===== src/rtl/cla_pipe_add.sv =====
// cla_pipe_add: pipelined two's-complement adder/subtractor, valid/ready stream.
//
// The WIDTH-bit carry chain is cut into STAGES segments of SEG = WIDTH/STAGES
// bits. Stage k adds segment k using the carry registered by stage k-1. The
// upper operand bits travel alongside (skew) and the finished low result bits
// are carried forward (deskew), so the full result leaves the last stage at once.
//
// Ports
//   clk, rst            clock (rising edge), synchronous active-high reset
//   in_valid/in_ready   input handshake; in_ready = ~out_valid | out_ready
//   a, b, sub           operands; sub=1 computes a-b (b inverted, carry-in 1)
//   out_valid/out_ready output handshake
//   sum, cout, ovf      result, carry out of MSB, signed overflow
//
// Build option
//   ADD_SAT_EN  when defined, sum is clamped to the signed range on overflow
//               in the final stage; cout/ovf still report the unclamped flags.
module cla_pipe_add #(
  parameter int WIDTH  = 20,
  parameter int STAGES = 2
) (
  input  logic             clk,
  input  logic             rst,
  input  logic             in_valid,
  output logic             in_ready,
  input  logic [WIDTH-1:0] a,
  input  logic [WIDTH-1:0] b,
  input  logic             sub,
  output logic             out_valid,
  input  logic             out_ready,
  output logic [WIDTH-1:0] sum,
  output logic             cout,
  output logic             ovf
);

  localparam int SEG = WIDTH / STAGES;

  if ((STAGES < 1) || (STAGES > WIDTH) || ((WIDTH % STAGES) != 0)) begin : g_bad_cfg
    $error("cla_pipe_add: WIDTH must be a multiple of STAGES, 1 <= STAGES <= WIDTH");
  end

`ifdef ADD_SAT_EN
  localparam logic [WIDTH-1:0] SMAX = {1'b0, {(WIDTH-1){1'b1}}};
  localparam logic [WIDTH-1:0] SMIN = {1'b1, {(WIDTH-1){1'b0}}};
`endif

  logic             adv;
  logic [WIDTH-1:0] bx;

  // Whole pipeline moves in lockstep; stalls only when the output is blocked.
  assign adv      = ~out_valid | out_ready;
  assign in_ready = adv;
  assign bx       = b ^ {WIDTH{sub}};

  genvar k;
  for (k = 0; k < STAGES; k++) begin : g_stg
    localparam int REM = WIDTH - (k + 1) * SEG;

    logic [SEG-1:0]       sa, sb, s;
    logic [SEG:0]         c;
    logic                 ci, vi;
    logic [(k+1)*SEG-1:0] res_raw, res_d, res_q;
    logic                 c_q, v_q;

    if (k == 0) begin : g_src
      assign sa      = a[SEG-1:0];
      assign sb      = bx[SEG-1:0];
      assign ci      = sub;
      assign vi      = in_valid;
      assign res_raw = s;
    end else begin : g_src
      assign sa      = g_stg[k-1].g_op.a_q[SEG-1:0];
      assign sb      = g_stg[k-1].g_op.b_q[SEG-1:0];
      assign ci      = g_stg[k-1].c_q;
      assign vi      = g_stg[k-1].v_q;
      assign res_raw = {s, g_stg[k-1].res_q};
    end

    // Segment chain: generate/propagate ripple, entirely between two registers.
    always_comb begin
      c    = '0;
      s    = '0;
      c[0] = ci;
      for (int i = 0; i < SEG; i++) begin
        c[i+1] = (sa[i] & sb[i]) | ((sa[i] ^ sb[i]) & c[i]);
        s[i]   = sa[i] ^ sb[i] ^ c[i];
      end
    end

    if (k < STAGES - 1) begin : g_op
      // Not-yet-added operand bits, delayed one more stage.
      logic [REM-1:0] a_q, b_q;
      if (k == 0) begin : g_fwd
        always_ff @(posedge clk) begin
          if (adv) begin
            a_q <= a[WIDTH-1:SEG];
            b_q <= bx[WIDTH-1:SEG];
          end
        end
      end else begin : g_fwd
        always_ff @(posedge clk) begin
          if (adv) begin
            a_q <= g_stg[k-1].g_op.a_q[REM+SEG-1:SEG];
            b_q <= g_stg[k-1].g_op.b_q[REM+SEG-1:SEG];
          end
        end
      end
      assign res_d = res_raw;
    end else begin : g_last
      logic ovf_d, ovf_q;
      // Carry into the MSB is c[SEG-1] of the top segment.
      assign ovf_d = c[SEG-1] ^ c[SEG];
`ifdef ADD_SAT_EN
      // cout=1 on overflow means two negatives wrapped positive.
      assign res_d = ovf_d ? (c[SEG] ? SMIN : SMAX) : res_raw;
`else
      assign res_d = res_raw;
`endif
      always_ff @(posedge clk) begin
        if (rst)      ovf_q <= 1'b0;
        else if (adv) ovf_q <= ovf_d;
      end
    end

    always_ff @(posedge clk) begin
      if (rst) begin
        v_q   <= 1'b0;
        c_q   <= 1'b0;
        res_q <= '0;
      end else if (adv) begin
        v_q   <= vi;
        c_q   <= c[SEG];
        res_q <= res_d;
      end
    end
  end

  assign out_valid = g_stg[STAGES-1].v_q;
  assign sum       = g_stg[STAGES-1].res_q;
  assign cout      = g_stg[STAGES-1].c_q;
  assign ovf       = g_stg[STAGES-1].g_last.ovf_q;

endmodule


===== config.mk =====
export PLATFORM = sky130hd
export DESIGN_NAME = cla_pipe_add
export DESIGN_NICKNAME = d
export VERILOG_FILES = /design/src/rtl/cla_pipe_add.sv
export SDC_FILE = /design/constraint.sdc
export NUM_CORES = 1
export LEC_CHECK = 0
export CAP_MARGIN = 5
export CORE_MARGIN = 2
export CORE_UTILIZATION = 50
export DETAILED_ROUTE_END_ITERATION = 8
export GPL_TIMING_DRIVEN = 0
export PLACE_DENSITY = 0.93
export SYNTH_ARGS = -nofsm -noshare
export SYNTH_HDL_FRONTEND = slang
export SYNTH_SLANG_ARGS = --single-unit

===== constraint.sdc =====
create_clock -name clk -period 16.8 [get_ports clk]
set_input_delay 4.2 -clock clk [delete_from_list [all_inputs] [get_ports clk]]
set_output_delay 4.2 -clock clk [all_outputs]
set_load 0.02 [all_outputs]

==> impl_metrics.tcl, run 1 <==
set metrics [dict create \
    outcome "complete, no violations" \
    slew_headroom 0.574 \
    overflow 0 \
    post-route-period-util 0.607 \
    ys_seq_elements 55 \
    reg2regPathDepth 14 \
    path_buf_inv 6 \
    whs_ns 0.456 \
    finalNetCount 357 \
    diodes 0 \
    ys_seq_area_frac 0.514 \
    vias 1775 \
    synth_cells 220 \
    skew_ns 0.00671 \
    htree_levels 2 \
    min_period_ns 10.19 \
    hp-class "reg2reg" \
    cts_buffer_depth 2 \
    grt_use_met2 0.343 \
    ios 69 \
    power.internal_mw 0.239 \
    first_global_vias 1796 \
    first_pass_iters 4 \
    crit_slowest_cell "clkdlybuf4s50_1" \
    grt_util_met1 0.228 \
    tns_ns 0 \
    rsz0062_at_grt "no" \
    p_seq_frac 0.498 \
    peakVddDrop_mv 0.0609 \
    start_kind "input port" \
    io_buffers 66 \
    synth_cell_type_count 17 \
    drive_gt1_frac 0.112 \
    combinationalPowerShare 0.263 \
    die_height_microns 75.2 \
    synth_nets 284 \
    grt-busiest-layer "met2" \
    rows 25 \
    synth_area_sq_mm 0.00253 \
    drt_iter0_markers 108 \
    syn_to_final_growth_pct 33.4 \
    tightestPinTransition_ns 0.639 \
    cts_tree "done" \
    max_freq_mhz 98.1 \
    total_leakage_power_nw 1.34 \
    postCtsSetupBuffers 0 \
    p_sw_frac 0.282 \
    cts-hold-fix-buffers 0 \
    syn_area_per_cell_sq_um 11.5 \
    cellPowerDensity_mw_per_mm2 98.4 \
    viasPerCell 4.92 \
    cts_root_buf "clkbuf_8" \
    wl_microns 5260 \
    routedWlPerCell_microns 14.6 \
    end_kind "primary output" \
    place_congestion 0.814 \
    clkLatencyLatePin_ns 0.31 \
    crit_path_max_fanout 30 \
    crit_type "in2out" \
    grt_max_degree 31 \
    clkTransAtPathRegs_ns 0.09 \
    crit_family "buffers and inverters" \
    crit_arrival_ns 5.99 \
    drc 0 \
    ctsResizeCount 0 \
    cts-buffers-inserted 5 \
    finalSetupViolations 0 \
    core_sq_mm 0.00482 \
    start_util 0.526 \
    hold-path-cell-count 2 \
    power_switching_mw 0.0938 \
    slew_violations 0 \
    pwr-share-clk 0.239 \
    ys_warn_count 0 \
    slowest_delay_ns 0.66 \
    grt_antenna_before_repair 0 \
    dieArea_sq_mm 0.00565 \
    grt_util_met3 0.0549 \
    crit_required_ns 12.60 \
    cts_num_sinks 55 \
    ant_nets 0 \
    die_x_microns 75.2 \
    max-cap-violations 0 \
    grt_pass1_wl_microns 8060 \
    path_depth 7 \
    finalHoldViolCount 0 \
    crit_chain "clkdlybuf4s50_1, nor2b_4, buf_6, inv_2, buf_6, buf_8, clkdlybuf4s50_1" \
    finalPower_mw 0.332 \
    dp_hpwl_microns 3980 \
    track_usage 0.197 \
]
cells in the final DEF (no fill, tap or decap):
cell type / synthesis / routed
xor2_1: 11 / 11
xnor2_1: 10 / 10
buf_8: 1 / 1
fa_1: 19 / 19
clkbuf_8: 0 / 7
nor2_1: 14 / 14
nand2_1: 44 / 44
a211oi_2: 12 / 12
nor2b_4: 1 / 1
buf_6: 4 / 4
inv_1: 16 / 16
mux2i_1: 1 / 1
dfxtp_1: 35 / 35
buf_2: 6 / 6
inv_4: 0 / 1
clkdlybuf4s50_1: 0 / 66
edfxtp_1: 20 / 20
inv_2: 1 / 1
clkbuf_1: 3 / 3
a21oi_1: 22 / 22
power groups by stage:
| stage | sequential (mW) | combinational (mW) | clock, mW |
|---|---|---|---|
| 4_1_cts | 0.165 | 0.0885 | 0.0802 |
| 3_5_place_dp | 0.168 | 0.0876 | 0 |
| 5_1_grt | 0.167 | 0.0954 | 0.0858 |
| 2_1_floorplan | 0.176 | 0.0398 | 0 |
| 3_3_place_gp | 0.167 | 0.0833 | 0 |
| 6_report | 0.165 | 0.0876 | 0.0794 |
per-layer routing:
metal / vias to the layer above / part of all wire
met2: 63 / 0.53
met5: - / 0
met3: 15 / 0.053
met4: 0 / 0.030
met1: 848 / 0.39
li1: 849 / -
cell usage after synthesis:
master    instances  share of area
a211oi_2         12          0.059
a21oi_1          22          0.043
buf_2             6          0.012
buf_6             4          0.018
buf_8             1         0.0059
clkbuf_1          3         0.0044
dfxtp_1          35           0.28
edfxtp_1         20           0.24
fa_1             19           0.15
inv_1            16          0.024
inv_2             1         0.0015
mux2i_1           1         0.0040
nand2_1          44          0.065
nor2_1           14          0.021
nor2b_4           1         0.0054
xnor2_1          10          0.035
xor2_1           11          0.038
registers in the layout (all words and copies together) (netlist names):
signal / cells
cout: 1
g_stg.c_q: 1
g_stg.g_op.a_q: 10
g_stg.g_op.b_q: 10
g_stg.res_q: 10
g_stg.v_q: 1
out_valid: 1
ovf: 1
sum: 20
area by class of cell:
cell class | count | area, sq um
Tap cell | 67 | 83.8
Clock buffer | 7 | 96.3
Timing Repair Buffer | 66 | 661
Sequential cell | 55 | 1300
Inverter | 17 | 63.8
Clock inverter | 1 | 6.26
Multi-Input combinational cell | 134 | 1070
Fill cell | 359 | 1440
Buffer | 14 | 101
path summary, 6_finish.rpt:
check                            start       end  slack [ns]
setup / recovery             out_ready  in_ready        6.61
hold / removal                  sum[0]    sum[0]        0.46
setup reg to reg  g_stg[0].g_op.a_q[0]   sum[19]       12.13
hold reg to reg                 sum[0]    sum[0]        0.46
kinds of logic (layout without fill, tap and decap cells):
| family | count (synthesis) | in the layout | share of synthesized area |
|---|---|---|---|
| fa+ha+maj | 19 | 19 | 0.150 |
| flops | 55 | 55 | 0.514 |
| xor+xnor | 21 | 21 | 0.0726 |
| mux | 1 | 1 | 0.00395 |
| simple gates | 59 | 59 | 0.0914 |
| buf+inv | 31 | 105 | 0.0652 |
| compound gates | 34 | 34 | 0.103 |
per-stage QoR:
step	worst slack (ns)	instances	utilization	area [sq um]
final	6.61	361	0.702	3380
after global routing	6.54	361	0.702	3380
after CTS	6.60	361	0.702	3380
after detailed placement	6.61	353	0.680	3280
after global placement	6.63	353	0.680	3280
after floorplan	7.87	220	-	2530
worst register-to-register path, delay by kind of cell (launching register included):
kind | cells | cell delay [ns]
buffers and inverters | 3 | 0.22
adder cells (fa/ha/maj) | 10 | 3.80
flip-flops | 1 | 0.37
AO/OA/AOI/OAI | 1 | 0.19
Power figures use the tool's default switching activity.
==> run 2, diff against run 1 <==
--- a/config.mk
+++ b/config.mk
@@ -7,10 +7,10 @@
 export LEC_CHECK = 0
 export CAP_MARGIN = 5
 export CORE_MARGIN = 2
-export CORE_UTILIZATION = 50
+export CORE_UTILIZATION = 43
 export DETAILED_ROUTE_END_ITERATION = 8
 export GPL_TIMING_DRIVEN = 0
-export PLACE_DENSITY = 0.93
+export PLACE_DENSITY = 0.86
 export SYNTH_ARGS = -nofsm -noshare
 export SYNTH_HDL_FRONTEND = slang
 export SYNTH_SLANG_ARGS = --single-unit
==> constraint.sdc (replaced) <==
create_clock -name clk -period 8.7 [get_ports clk]
set_input_delay 2.175 -clock clk [delete_from_list [all_inputs] [get_ports clk]]
set_output_delay 2.175 -clock clk [all_outputs]
set_load 0.02 [all_outputs]
==> run 2 against run 1 <==
Combinational power rose by 91%. Clock power rose by 70%. Hold slack got worse by 0.0046 ns. Die area rose by 15%. Global-route usage fell by 3.9 points. Utilization fell by 10 points. Sequential cell count did not move. Wire length fell by 8.9%. Worst setup slack got worse by 4.3 ns. Clock skew rose by 0.0018 ns. Critical path type is now in2reg.
==> impl_metrics.tcl, run 2 (same netlist as run 1, synthesis figures left out) <==
set metrics [dict create \
    outcome "complete, no violations" \
    pwr-share-clk 0.218 \
    overflow 0 \
    min_period_ns 6.38 \
    viasPerCell 4.70 \
    total_leakage_power_nw 1.33 \
    cts_num_sinks 55 \
    clkLatencyLatePin_ns 0.31 \
    start_util 0.452 \
    diodes 0 \
    syn_to_final_growth_pct 33.0 \
    max-cap-violations 0 \
    slew_violations 0 \
    reg2reg_to "sum[19]" \
    dp_hpwl_microns 3800 \
    first_pass_iters 4 \
    rows 27 \
    clkTransAtPathRegs_ns 0.09 \
    drt_iter0_markers 101 \
    dpl_worst_slack_ns 1.96 \
    layout_commonest_cell "clkdlybuf4s50_1" \
    grt_antenna_before_repair 0 \
    cts_buffer_depth 2 \
    io_buffers 66 \
    worstReg2RegStart "g_stg[0].g_op.a_q[0]" \
    postCtsSetupBuffers 0 \
    p_sw_frac 0.284 \
    grt_util_met1 0.190 \
    ios 69 \
    finalSetupViolations 0 \
    crit_path_max_fanout 2 \
    finalPower_mw 0.620 \
    wl_microns 4790 \
    grt_use_met2 0.272 \
    grt-busiest-layer "met2" \
    cts-hold-fix-buffers 0 \
    peakVddDrop_mv 0.0816 \
    place_congestion 0.749 \
    cts_root_buf "clkbuf_8" \
    die_height_microns 80.7 \
    combinationalPowerShare 0.269 \
    p_seq_frac 0.513 \
    whs_ns 0.451 \
    final_cell_mix "clkdlybuf4s50_1 (66), nand2_1 (44), dfxtp_1 (35)" \
    worstHoldStart "sum[6]" \
    fill_cells 481 \
    grt_max_degree 31 \
    ant_nets 0 \
    skew_ns 0.00848 \
    cts-buffers-inserted 5 \
    post-route-period-util 0.734 \
    first_global_vias 1707 \
    max_freq_mhz 157 \
    ctsResizeCount 0 \
    cellPowerDensity_mw_per_mm2 184 \
    dieArea_sq_mm 0.00652 \
    drc 0 \
    start_kind "input port" \
    r2r_slack_ns 4.13 \
    die_x_microns 80.7 \
    core_sq_mm 0.00561 \
    hold-path-cell-count 2 \
    power_switching_mw 0.176 \
    vias 1720 \
    finalHoldViolCount 0 \
    crit_required_ns 8.87 \
    power.internal_mw 0.444 \
    grt_util_met3 0.0433 \
    rsz0062_at_grt "no" \
    routedWlPerCell_microns 13.1 \
    track_usage 0.158 \
    drive_gt1_frac 0.105 \
    largest_reg_flops 20 \
    cts_tree "done" \
    htree_levels 2 \
    hold_end "sum[6]" \
    hp-class "reg2reg" \
    grt_pass1_wl_microns 7670 \
    tightestPinTransition_ns 0.662 \
    crit_type "in2reg" \
    reg2regPathDepth 14 \
    tns_ns 0 \
    finalNetCount 357 \
    slew_headroom 0.559 \
    crit_arrival_ns 6.55 \
    end_kind "flip-flop" \
    timing.final.ws_setup_ns 2.32 \
]
run 2: cell types whose count changed in the layout (fill, tap and decap cells not counted), sizes merged:
cell    delta
clkbuf     -1
clkinv     +2
inv        -1
run 2: power groups by stage:
| stage | clock (mW) | sequential, mW | combinational, mW |
|---|---|---|---|
| finish | 0.135 | 0.318 | 0.167 |
| global route | 0.150 | 0.322 | 0.183 |
| CTS | 0.139 | 0.318 | 0.170 |
| detailed placement | 0 | 0.324 | 0.169 |
| global placement | 0 | 0.323 | 0.163 |
| floorplan | 0 | 0.340 | 0.0768 |
run 2: stage by stage:
stage / util / cells / cell area, sq um
after floorplan: - / 220 / 2530
after global placement: 0.585 / 358 / 3280
after detailed placement: 0.585 / 358 / 3280
after CTS: 0.601 / 366 / 3370
after global routing: 0.601 / 366 / 3370
final: 0.601 / 366 / 3370
run 2: critical path: stages:
cell	delay (ns)
clkdlybuf4s50_1	0.51
mux2i_1	0.10
fa_1	0.39
fa_1	0.39
fa_1	0.39
fa_1	0.40
fa_1	0.39
fa_1	0.40
fa_1	0.39
fa_1	0.36
inv_1	0.11
fa_1	0.42
nand2_1	0.08
a21oi_1	0.06
run 2: area by class of cell:
type	count	area, sq um	share of cell area
Buffer	14	101	0.0301
Clock buffer	6	72.6	0.0215
Clock inverter	2	12.5	0.00371
Inverter	17	63.8	0.0189
Multi-Input combinational cell	134	1070	0.316
Sequential cell	55	1300	0.386
Tap cell	72	90.1	0.0267
Timing Repair Buffer	66	661	0.196
run 2: how the worst max path moves through the flow:
stage	start	endpoint	cells past startpoint
5_1_grt	b[0]	g_stg[0].res_q[9]	14
6_report	b[0]	g_stg[0].res_q[9]	14
4_1_cts	b[0]	g_stg[0].res_q[9]	14
2_1_floorplan	sub	g_stg[0].res_q[9]	14
3_5_place_dp	b[0]	g_stg[0].res_q[9]	14
3_3_place_gp	b[0]	g_stg[0].res_q[9]	14
run 2: layer usage:
layer / up-vias / wire length, microns
li1: 845 / -
met1: 817 / 2020
met2: 49 / 2430
met3: 9 / 244
met4: 0 / 93
met5: - / 0
==> run 3, diff against run 2 <==
--- a/config.mk
+++ b/config.mk
@@ -7,10 +7,10 @@
 export LEC_CHECK = 0
 export CAP_MARGIN = 5
 export CORE_MARGIN = 2
-export CORE_UTILIZATION = 43
+export CORE_UTILIZATION = 48
 export DETAILED_ROUTE_END_ITERATION = 8
 export GPL_TIMING_DRIVEN = 0
-export PLACE_DENSITY = 0.86
+export PLACE_DENSITY = 0.91
 export SYNTH_ARGS = -nofsm -noshare
 export SYNTH_HDL_FRONTEND = slang
 export SYNTH_SLANG_ARGS = --single-unit
==> constraint.sdc (replaced) <==
create_clock -name clk -period 6 [get_ports clk]
set_input_delay 1.5 -clock clk [delete_from_list [all_inputs] [get_ports clk]]
set_output_delay 1.5 -clock clk [all_outputs]
set_load 0.02 [all_outputs]
==> run 3 against run 2 <==
Worst setup slack lost 2.1 ns. Clock-buffer cell count decreased by 1. Clock skew grew 0.00063 ns. Highest routed layer unchanged.
==> impl_metrics.tcl, run 3 (same netlist as run 1, synthesis figures left out) <==
set metrics [dict create \
    drive_gt1_frac 0.112 \
    crit_path_max_fanout 2 \
    first_global_vias 1799 \
    vias 1736 \
    grt-busiest-layer "met2" \
    io_buffers 66 \
    r2r_slack_ns 1.37 \
    peakVddDrop_mv 0.144 \
    skew_ns 0.00911 \
    largest_reg_flops 20 \
    reg2reg_to "sum[19]" \
    grt_antenna_before_repair 0 \
    finalNonFillerCells 364 \
    grt_util_met3 0.0391 \
    grt_pass1_wl_microns 8170 \
    grt_use_met2 0.301 \
    crit_required_ns 6.17 \
    total_leakage_power_nw 1.34 \
    core_sq_mm 0.00511 \
    hp-class "reg2reg" \
    ant_nets 0 \
    postCtsSetupBuffers 0 \
    start_util 0.496 \
    routedWlPerCell_microns 13.7 \
    finalHoldViolCount 0 \
    final_cell_mix "clkdlybuf4s50_1 (66), nand2_1 (44), dfxtp_1 (35)" \
    syn_to_final_growth_pct 32.9 \
    wl_microns 5000 \
    drt_iter0_markers 74 \
    track_usage 0.178 \
    drc 0 \
    grt_util_met1 0.211 \
    first_pass_iters 4 \
    rsz0062_at_grt "no" \
    htree_levels 2 \
    cts_buffer_depth 2 \
    slew_headroom 0.559 \
    post-route-period-util 0.958 \
    dieArea_sq_mm 0.00587 \
    outcome "complete, no violations" \
    fill_cells 391 \
    min_period_ns 5.75 \
    hold-path-cell-count 2 \
    worstHoldStart "sum[5]" \
    cts-buffers-inserted 5 \
    finalSetupViolations 0 \
    max-cap-violations 0 \
    overflow 0 \
    slew_violations 0 \
    grt_max_degree 31 \
    max_freq_mhz 174 \
    die_height_microns 76.6 \
    cts_tree "done" \
    viasPerCell 4.77 \
    layout_commonest_cell "clkdlybuf4s50_1" \
    diodes 0 \
    clkTransAtPathRegs_ns 0.10 \
    die_x_microns 76.6 \
    cts_root_buf "clkbuf_8" \
    end_kind "flip-flop" \
    tightestPinTransition_ns 0.661 \
    start_kind "input port" \
    rows 26 \
    final_util 0.659 \
    crit_type "in2reg" \
    cellPowerDensity_mw_per_mm2 267 \
    worstReg2RegStart "g_stg[0].g_op.b_q[0]" \
    cts_num_sinks 55 \
    reg2regPathDepth 14 \
    place_inst 356 \
    ios 69 \
    cts-hold-fix-buffers 0 \
    dp_hpwl_microns 3910 \
    crit_arrival_ns 5.91 \
    finalNetCount 357 \
    hold_end "sum[5]" \
    ctsResizeCount 0 \
    clkLatencyLatePin_ns 0.30 \
    place_congestion 0.745 \
]
==> run 3: metrics by stage <==
stage / setup TNS, ns / total power [mW] / instance area [sq um] / setup WS [ns] / hold WS, ns
2_1_floorplan: 0 / 0.604 / 2530 / 0.409 / 0.432
3_3_place_gp: 0 / 0.701 / 3280 / 0.0288 / 0.439
3_5_place_dp: -0.0917 / 0.715 / 3280 / -0.0917 / 0.444
4_1_cts: 0 / 0.904 / 3360 / 0.232 / 0.457
5_1_grt: 0 / 0.945 / 3360 / 0.0909 / 0.484
6_report: 0 / 0.899 / 3360 / 0.252 / 0.454
==> run 3: worst max-delay path, cell delays in order <==
cell	delay (ns)
clkdlybuf4s50_1	0.52
mux2i_1	0.10
fa_1	0.41
fa_1	0.40
fa_1	0.39
fa_1	0.39
fa_1	0.39
fa_1	0.39
fa_1	0.40
fa_1	0.37
inv_1	0.10
fa_1	0.41
nand2_1	0.08
a21oi_1	0.07
==> run 3: metal layers <==
metal | routed length, microns | part of all wire | vias to the layer above
li1 | - | - | 847
met1 | 2070 | 0.41 | 822
met2 | 2490 | 0.50 | 51
met3 | 228 | 0.046 | 16
met4 | 211 | 0.042 | 0
met5 | 0 | 0 | -
==> run 3: layout make-up <==
cell class | instances | area [sq um] | share of cell area
clock buffer | 5 | 68.8 | 0.0205
inverter | 17 | 63.8 | 0.0190
clock inverter | 3 | 15.0 | 0.00446
timing repair buffer | 66 | 661 | 0.196
multi-input combinational | 134 | 1070 | 0.317
buffer | 14 | 101 | 0.0301
tap | 70 | 87.6 | 0.0260
sequential | 55 | 1300 | 0.387
==> run 3: worst max path at each step <==
stage | start | endpoint | slack [ns] | depth (start not counted)
after global placement | b[0] | g_stg[0].res_q[9] | 0.03 | 14
after floorplan | sub | g_stg[0].res_q[9] | 0.41 | 14
after CTS | b[0] | g_stg[0].res_q[9] | 0.23 | 14
after global routing | b[0] | g_stg[0].res_q[9] | 0.09 | 14
final | b[0] | g_stg[0].res_q[9] | 0.25 | 14
after detailed placement | b[0] | g_stg[0].res_q[9] | -0.09 | 14
==> run 3: where the power goes <==
group          internal [mW]  total, mW  switching, mW  leakage [nW]
Combinational          0.126      0.242          0.117         0.789
Sequential             0.436      0.462         0.0254         0.500
Clock                 0.0802      0.195          0.115        0.0477
Total                  0.642      0.899          0.257          1.34
